--- src/rtl/vram_arbiter.sv ---
// vram_arbiter: shares one 8Kx8 screen RAM between priority video fetch (fixed 2-cycle latency, vid_valid/vid_miss) and a stallable Z80 port (cpu_req/ack/wait) driving registered ram_* outputs
module vram_arbiter #(
  parameter int AW = 13,
  parameter int DW = 8,
  parameter int MAX_WAIT = 8
) (
  input  logic          clk,
  input  logic          reset,
  input  logic          vid_req,
  input  logic [AW-1:0] vid_addr,
  output logic [DW-1:0] vid_data,
  output logic          vid_valid,
  output logic          vid_miss,
  input  logic          cpu_req,
  input  logic          cpu_we,
  input  logic [AW-1:0] cpu_addr,
  input  logic [DW-1:0] cpu_wdata,
  output logic [DW-1:0] cpu_rdata,
  output logic          cpu_ack,
  output logic          cpu_wait,
  output logic [AW-1:0] ram_addr,
  output logic          ram_we,
  output logic [DW-1:0] ram_wdata,
  input  logic [DW-1:0] ram_rdata
);
  typedef enum logic [1:0] {IDLE, ISSUED, DATA} cpu_state_t;
  localparam logic [7:0] MW = 8'(MAX_WAIT);
  cpu_state_t state;
  logic [7:0] wait_cnt;
  logic cpu_idle, force_cpu, vid_grant, cpu_grant, s1_valid, s1_miss, cpu_wr;
  assign cpu_idle = state == IDLE;
  assign force_cpu = (wait_cnt == MW) & cpu_req & cpu_idle;
  assign vid_grant = vid_req & ~force_cpu;
  assign cpu_grant = ~vid_grant & cpu_idle & cpu_req;
  assign cpu_wait = cpu_req & ~cpu_ack & ~reset;
  always_ff @(posedge clk) begin
    if (reset) begin
      state <= IDLE;
      wait_cnt <= '0;
      ram_addr <= '0;
      ram_we <= 1'b0;
      ram_wdata <= '0;
      cpu_wr <= 1'b0;
      cpu_ack <= 1'b0;
      cpu_rdata <= '0;
      s1_valid <= 1'b0;
      s1_miss <= 1'b0;
      vid_valid <= 1'b0;
      vid_miss <= 1'b0;
      vid_data <= '0;
    end else begin
      ram_we <= cpu_grant & cpu_we;
      ram_addr <= vid_grant ? vid_addr : cpu_grant ? cpu_addr : ram_addr;
      if (cpu_grant) begin
        ram_wdata <= cpu_wdata;
        cpu_wr <= cpu_we;
      end
      wait_cnt <= (~cpu_req | cpu_grant) ? 8'd0 :
                  (cpu_idle & vid_grant & (wait_cnt != MW)) ? wait_cnt + 8'd1 : wait_cnt;
      state <= cpu_grant ? ISSUED : (state == ISSUED) ? DATA : IDLE;
      cpu_ack <= state == ISSUED;
      if (state == ISSUED && !cpu_wr) cpu_rdata <= ram_rdata;
      s1_valid <= vid_grant;
      s1_miss <= vid_req & force_cpu;
      vid_valid <= s1_valid;
      vid_miss <= s1_miss;
      if (s1_valid) vid_data <= ram_rdata;
    end
  end
endmodule

--- config.mk ---
export PLATFORM = sky130hd
export DESIGN_NAME = vram_arbiter
export DESIGN_NICKNAME = d
export VERILOG_FILES = /design/src/rtl/vram_arbiter.sv
export SDC_FILE = /design/constraint.sdc
export NUM_CORES = 1
export LEC_CHECK = 0
export BUFFER_PORTS_ARGS = -buffer_cell sky130_fd_sc_hd__buf_2
export CORE_MARGIN = 5
export CORE_UTILIZATION = 43
export CTS_CLUSTER_DIAMETER = 120
export DETAILED_ROUTE_END_ITERATION = 6
export HOLD_SLACK_MARGIN = 0.02
export PLACE_DENSITY = 0.7
export SLEW_MARGIN = 25
export SYNTH_ARGS = -nofsm -noshare
export SYNTH_HDL_FRONTEND = slang
export SYNTH_SLANG_ARGS = --single-unit
export TNS_END_PERCENT = 100
--- constraint.sdc ---
create_clock -name clk -period 3.2 [get_ports clk]
set_input_delay 0.64 -clock clk [delete_from_list [all_inputs] [get_ports clk]]
set_output_delay 0.64 -clock clk [all_outputs]
set_load 0.02 [all_outputs]
Yosys cells after proc, flatten, opt, wreduce, memory -nomap -nowiden --
Cells that the tools add are included.
Word-level totals: output and inout bits 42, word-level logic and storage cells 45, register bits 54, input port bits 47
Operators by class: add/sub/neg operators 1, reduce and logical (&&, ||, !) cells 6, bitwise logic cells 17, mux-type cells 4, equal/unequal tests 3
Operator list (number):
- 2-to-1 mux 13 bit | 2
- bitwise AND 1 bit | 11
- adder 8 x 1 -> 8 bit, second input constant | 1
- equality test 8 x 4 -> 1 bit, second input constant | 1
- != test 8 x 4 -> 1 bit, second input constant | 1
- inverter 1 bit | 5
- OR reduction 2 bit | 2
- equality test 2 x 1 -> 1 bit, second input constant | 1
- logical NOT 2 bit | 1
- 2-to-1 mux 2 bit | 1
- nonzero test 2 bit | 1
- logical AND 1 bit | 1
- logical NOT 1 bit | 1
- 2-to-1 mux 1 bit | 1
- OR 1 bit | 1

Longest topological paths before layout --
depth after elaboration 10, gate-level depth with buffers 7, mapped depth without buffers 6

Worst setup path after synthesis --
No wires, ideal clock.
path type in2out, start input reset, end output cpu_wait, stages on the path 3, path buffers 1, required time 2.560 ns, arrival time 1.334 ns, path slack 1.226 ns, cells stage by stage clkbuf_1 -> nand2b_1 -> nor2_1
On the way: word-level cells in the longest chain between the ends 2
Ends and longest elaborated chain:
- start: declaration | line 8 | input logic reset,
- inverter 1 bit | line 35 | assign cpu_wait = cpu_req & ~cpu_ack & ~reset;
- bitwise AND 1 bit | line 35
- end: declaration | line 20 | output logic cpu_wait,
Every way passes these cells.

Final worst setup path --
start register state[1], end register ram_addr[6]
On the way: word-level cells in the longest chain between the ends 8, elaborated cells between the ends (all ways) 9, those cells by class mux: 1; bitwise: 6; reduce/logical: 2
Ends and longest elaborated chain:
- start: declaration | line 28 | cpu_state_t state;
- start signal: assignment | line 60 | state <= cpu_grant ? ISSUED : (state == ISSUED) ? DATA : IDLE;
- logical NOT 2 bit * | line 31 | assign cpu_idle = state == IDLE;
- bitwise AND 1 bit | line 32 | assign force_cpu = (wait_cnt == MW) & cpu_req & cpu_idle;
- inverter 1 bit | line 33 | assign vid_grant = vid_req & ~force_cpu;
- bitwise AND 1 bit | line 33
- inverter 1 bit | line 34 | assign cpu_grant = ~vid_grant & cpu_idle & cpu_req;
- bitwise AND 1 bit (2 in a row) | line 34
- nonzero test 2 bit (no source line)
- end signal: assignment | line 53 | ram_addr <= vid_grant ? vid_addr : cpu_grant ? cpu_addr : ram_addr;
- end: declaration | line 21 | output logic [AW-1:0] ram_addr,
Mark *: on every way between the ends. The rest lies on a longest branch, timed or not. A chain may end at the register's enable or synchronous reset.

==> metrics.txt <==
# TYPE chip_impl_metric gauge
chip_impl_info{name="outcome",value="complete, no violations"} 1
chip_impl_metric{name="multi_input_area",unit="sq um"} 1100
chip_impl_metric{name="post_dp_cell_area",unit="sq um"} 2720
chip_impl_metric{name="clock-skew-final",unit="ns"} 0.0113
chip_impl_metric{name="placement_rows",unit=""} 26
chip_impl_metric{name="required",unit="ns"} 3.39
chip_impl_metric{name="place.detailed.instances",unit=""} 395
chip_impl_metric{name="number_of_antenna_violations_at_the_first_check_in_global_routing",unit=""} 0
chip_impl_metric{name="synth_cell_types",unit=""} 39
chip_impl_metric{name="firstDrtPassIters",unit=""} 4
chip_impl_metric{name="clkSinkCount",unit=""} 54
chip_impl_metric{name="stdcell_count",unit=""} 403
chip_impl_metric{name="gp_congestion",unit=""} 0.788
chip_impl_info{name="yosys_most_used_dff",value="sky130_fd_sc_hd__dfxtp_1"} 1
chip_impl_metric{name="drt_drc_violations_left",unit=""} 0
chip_impl_metric{name="critical_path_data_arrival_time",unit="ns"} 2.25
chip_impl_metric{name="synth.yosys.warnings",unit=""} 0
chip_impl_info{name="r2r_startpoint",value="state[1]"} 1
chip_impl_metric{name="hpwlAfterDp",unit="um"} 3970
chip_impl_info{name="path_common_cell",value="sky130_fd_sc_hd__nand3_1"} 1
chip_impl_metric{name="power",unit="mW"} 1.37
chip_impl_info{name="tritoncts",value="yes"} 1
chip_impl_metric{name="netlist_area",unit="sq um"} 2250
chip_impl_metric{name="maximum_number_of_pins_on_one_net_before_global_route_repair",unit=""} 36
chip_impl_metric{name="grt.overflow.total",unit=""} 0
chip_impl_metric{name="grtUsageTotal",unit=""} 0.164
chip_impl_metric{name="dieWidth",unit="um"} 82.3
chip_impl_metric{name="max_stage_delay",unit="ns"} 0.48
chip_impl_metric{name="post_cts.resized_instances",unit=""} 0
chip_impl_metric{name="fin_crit",unit="ns"} 2.06
chip_impl_metric{name="first_global_vias",unit=""} 1920
chip_impl_info{name="synth.top_cells.by_area",value="sky130_fd_sc_hd__dfxtp_1, sky130_fd_sc_hd__nand2_1, sky130_fd_sc_hd__mux2i_1"} 1
chip_impl_metric{name="hold_fix_buffer_count_after_cts",unit=""} 0
chip_impl_metric{name="yosysTopAreaCellShare",unit=""} 0.481
chip_impl_info{name="hold_end",value="vid_miss"} 1
chip_impl_metric{name="count_of_buffering_cells_on_the_critical_path_with_inverters_included",unit=""} 1
chip_impl_metric{name="finish.net_count",unit=""} 381
chip_impl_metric{name="setup_violations",unit=""} 0
chip_impl_metric{name="postRouteWirelength",unit="um"} 5530
chip_impl_info{name="worst_hold_startpoint",value="s1_miss"} 1
chip_impl_metric{name="layout-area-overhead-vs-synth",unit="%"} 26.7
chip_impl_metric{name="post_drt_wl_per_cell",unit="um"} 13.7
chip_impl_metric{name="post_route_cells_drive_above_1_share",unit=""} 0.315
chip_impl_metric{name="post_cts_buffers",unit=""} 0
chip_impl_info{name="min_path_type",value="reg2reg"} 1
chip_impl_metric{name="synth-edff-count",unit=""} 0
chip_impl_info{name="setup.worst_path.class",value="reg2reg"} 1
chip_impl_metric{name="cts.clk_slew.worst_paths",unit="ns"} 0.10
chip_impl_metric{name="placeableCoreArea",unit="sq um"} 5070
chip_impl_metric{name="worst_ir_drop_vdd",unit="V"} 0.000275
chip_impl_metric{name="postRouteAntennaNets",unit=""} 0
chip_impl_metric{name="sequential_element_share_of_the_synthesized_area",unit=""} 0.481
chip_impl_metric{name="clockBufferDepth",unit=""} 2
chip_impl_info{name="rsz0062_at_grt",value="false"} 1
chip_impl_metric{name="initial_utilization",unit=""} 0.443
chip_impl_info{name="critical_path.cell_chain",value="nor3b_2 > buf_4 > nand3_1 > nand3_1 > a31oi_1"} 1
chip_impl_metric{name="cts-htree-levels",unit=""} 2
chip_impl_metric{name="die_y",unit="um"} 82.3
chip_impl_metric{name="r2r_cells",unit=""} 5
chip_impl_metric{name="power_density",unit="nW/um^2"} 483
chip_impl_metric{name="period_share",unit=""} 0.644
chip_impl_metric{name="post_synth.cell_area_avg",unit="sq um"} 9.02
chip_impl_metric{name="relative_max_transition_margin",unit=""} 0.563
chip_impl_info{name="cts_root_buffer",value="sky130_fd_sc_hd__clkbuf_8"} 1
chip_impl_metric{name="power.static_leakage",unit="nW"} 1.26
chip_impl_info{name="layout_common_cells",value="sky130_fd_sc_hd__buf_2, sky130_fd_sc_hd__dfxtp_1, sky130_fd_sc_hd__nand2_1"} 1
chip_impl_metric{name="i_o_pin_count",unit=""} 89
chip_impl_metric{name="synth_nets",unit=""} 298
chip_impl_metric{name="insertion_delay",unit="ns"} 0.32
chip_impl_metric{name="min_delay_path_depth",unit=""} 1
chip_impl_info{name="critical-path-slowest-cell",value="sky130_fd_sc_hd__nor3b_2"} 1
chip_impl_metric{name="grt_pass1_wl",unit="um"} 8680
chip_impl_metric{name="num_vias",unit=""} 2065
chip_impl_metric{name="routed_via_density",unit=""} 5.12
chip_impl_metric{name="die_area",unit="sq um"} 6770
chip_impl_metric{name="timing.hold.ws",unit="ns"} 0.449
chip_impl_metric{name="setup_tns",unit="ns"} 0
chip_impl_metric{name="finalHoldViolCount",unit=""} 0
chip_impl_metric{name="maxCapViolCount",unit=""} 0
chip_impl_metric{name="io_buffers",unit=""} 88
chip_impl_metric{name="antenna-diode-count",unit=""} 0
chip_impl_metric{name="r2r_setup_slack",unit="ns"} 1.14
chip_impl_metric{name="final_cell_area",unit="sq um"} 2850
chip_impl_info{name="cpLargestDelayFamily",value="simple AND/OR/NAND/NOR gates"} 1
chip_impl_info{name="mostFrequentLayoutCell",value="sky130_fd_sc_hd__buf_2"} 1
chip_impl_metric{name="slew_violations",unit=""} 0
chip_impl_info{name="crit_path_end_kind",value="register"} 1
chip_impl_info{name="critPathLaunchType",value="register"} 1
chip_impl_metric{name="syn_inst",unit=""} 249
chip_impl_metric{name="cts_inserted_buffers",unit=""} 5
chip_impl_metric{name="ys_seq_elements",unit=""} 54
chip_impl_info{name="netlist.top_cell.by_area",value="sky130_fd_sc_hd__dfxtp_1"} 1
chip_impl_metric{name="achievable-frequency",unit="GHz"} 0.485
chip_impl_metric{name="timing.critical_path.fanout_max",unit=""} 13
chip_impl_metric{name="async_flop_share",unit=""} 0
chip_impl_metric{name="area_occupied_by_registers",unit="sq um"} 1080
chip_impl_metric{name="drt_first_iter_violations",unit=""} 93
chip_impl_metric{name="timing_worst_slew_pin_value",unit="ns"} 0.652
chip_impl_info{name="worstReg2RegEnd",value="ram_addr[6]"} 1
chip_impl_metric{name="n_fill_cell",unit=""} 478
==> metrics by stage <==
stage / utilization / setup WS (ns)
after floorplan: - / 1.23
after global placement: 0.537 / 0.887
after detailed placement: 0.537 / 0.788
after CTS: 0.560 / 1.07
after global routing: 0.561 / 0.956
final: 0.561 / 1.14
==> cell usage after synthesis (3+ instances only) <==
master / count
sky130_fd_sc_hd__nor3_1: 4
sky130_fd_sc_hd__nor2_1: 27
sky130_fd_sc_hd__xnor2_1: 4
sky130_fd_sc_hd__buf_2: 4
sky130_fd_sc_hd__nand4_1: 3
sky130_fd_sc_hd__mux2i_1: 16
sky130_fd_sc_hd__dfxtp_1: 54
sky130_fd_sc_hd__a21o_1: 14
sky130_fd_sc_hd__clkbuf_1: 7
sky130_fd_sc_hd__a22o_1: 9
sky130_fd_sc_hd__a31oi_1: 14
sky130_fd_sc_hd__nand3_1: 15
sky130_fd_sc_hd__nand2_1: 43
==> how the worst max path moves through the flow <==
| stage | start | endpoint | slack (ns) | cells after the start |
|---|---|---|---|---|
| 6_report | state[1] | ram_addr[6] | 1.14 | 5 |
| 4_1_cts | wait_cnt[0] | ram_wdata[2] | 1.07 | 6 |
| 2_1_floorplan | reset | cpu_wait | 1.23 | 3 |
| 3_5_place_dp | vid_req | ram_wdata[0] | 0.79 | 4 |
| 3_3_place_gp | cpu_req | ram_addr[0] | 0.89 | 6 |
| 5_1_grt | state[0] | ram_addr[12] | 0.96 | 5 |
==> sequential cells by signal (all words and copies together) (netlist names) <==
signal     flops
wait_cnt       8
cpu_wr         1
cpu_ack        1
cpu_rdata      8
vid_miss       1
ram_addr      13
ram_we         1
vid_valid      1
s1_valid       1
ram_wdata      8
s1_miss        1
vid_data       8
state          2
==> power breakdown <==
| group | switching (mW) | internal (mW) | leakage, nW |
|---|---|---|---|
| sequential | 0.0172 | 0.700 | 0.441 |
| combinational | 0.108 | 0.0766 | 0.766 |
| clock | 0.235 | 0.238 | 0.0563 |
| total | 0.360 | 1.01 | 1.26 |
==> cells by family (layout without fill, tap and decap cells) <==
logic type | count (synthesis) | after routing | share of synthesized area
flip-flops | 54 | 54 | 0.481
multiplexers | 16 | 16 | 0.0713
AO/OA/AOI/OAI | 42 | 42 | 0.135
adder cells (fa/ha/maj) | 2 | 2 | 0.0111
buffers and inverters | 16 | 100 | 0.0323
XOR/XNOR | 6 | 6 | 0.0234
AND/OR/NAND/NOR | 113 | 113 | 0.246
==> worst reg2reg max path: stages, from the launching register on <==
cell,delay (ns)
sky130_fd_sc_hd__dfxtp_1,0.39
sky130_fd_sc_hd__nor3b_2,0.48
sky130_fd_sc_hd__buf_4,0.27
sky130_fd_sc_hd__nand3_1,0.44
sky130_fd_sc_hd__nand3_1,0.27
sky130_fd_sc_hd__a31oi_1,0.10
==> per-layer routing <==
layer / vias up / part of all wire / track usage
li1: 1026 / - / -
met3: 6 / 0.080 / 0.0401
met5: - / 0 / 0
met2: 76 / 0.46 / 0.256
met1: 957 / 0.44 / 0.217
met4: 0 / 0.016 / 0.0681
==> cell type report <==
class,instances,area share
Sequential cell,54,0.380
Inverter,2,0.00264
Tap cell,70,0.0308
Multi-Input combinational cell,179,0.385
Timing Repair Buffer,90,0.160
Clock inverter,3,0.0171
Clock buffer,5,0.0242
(Power assumes the default switching activity.)
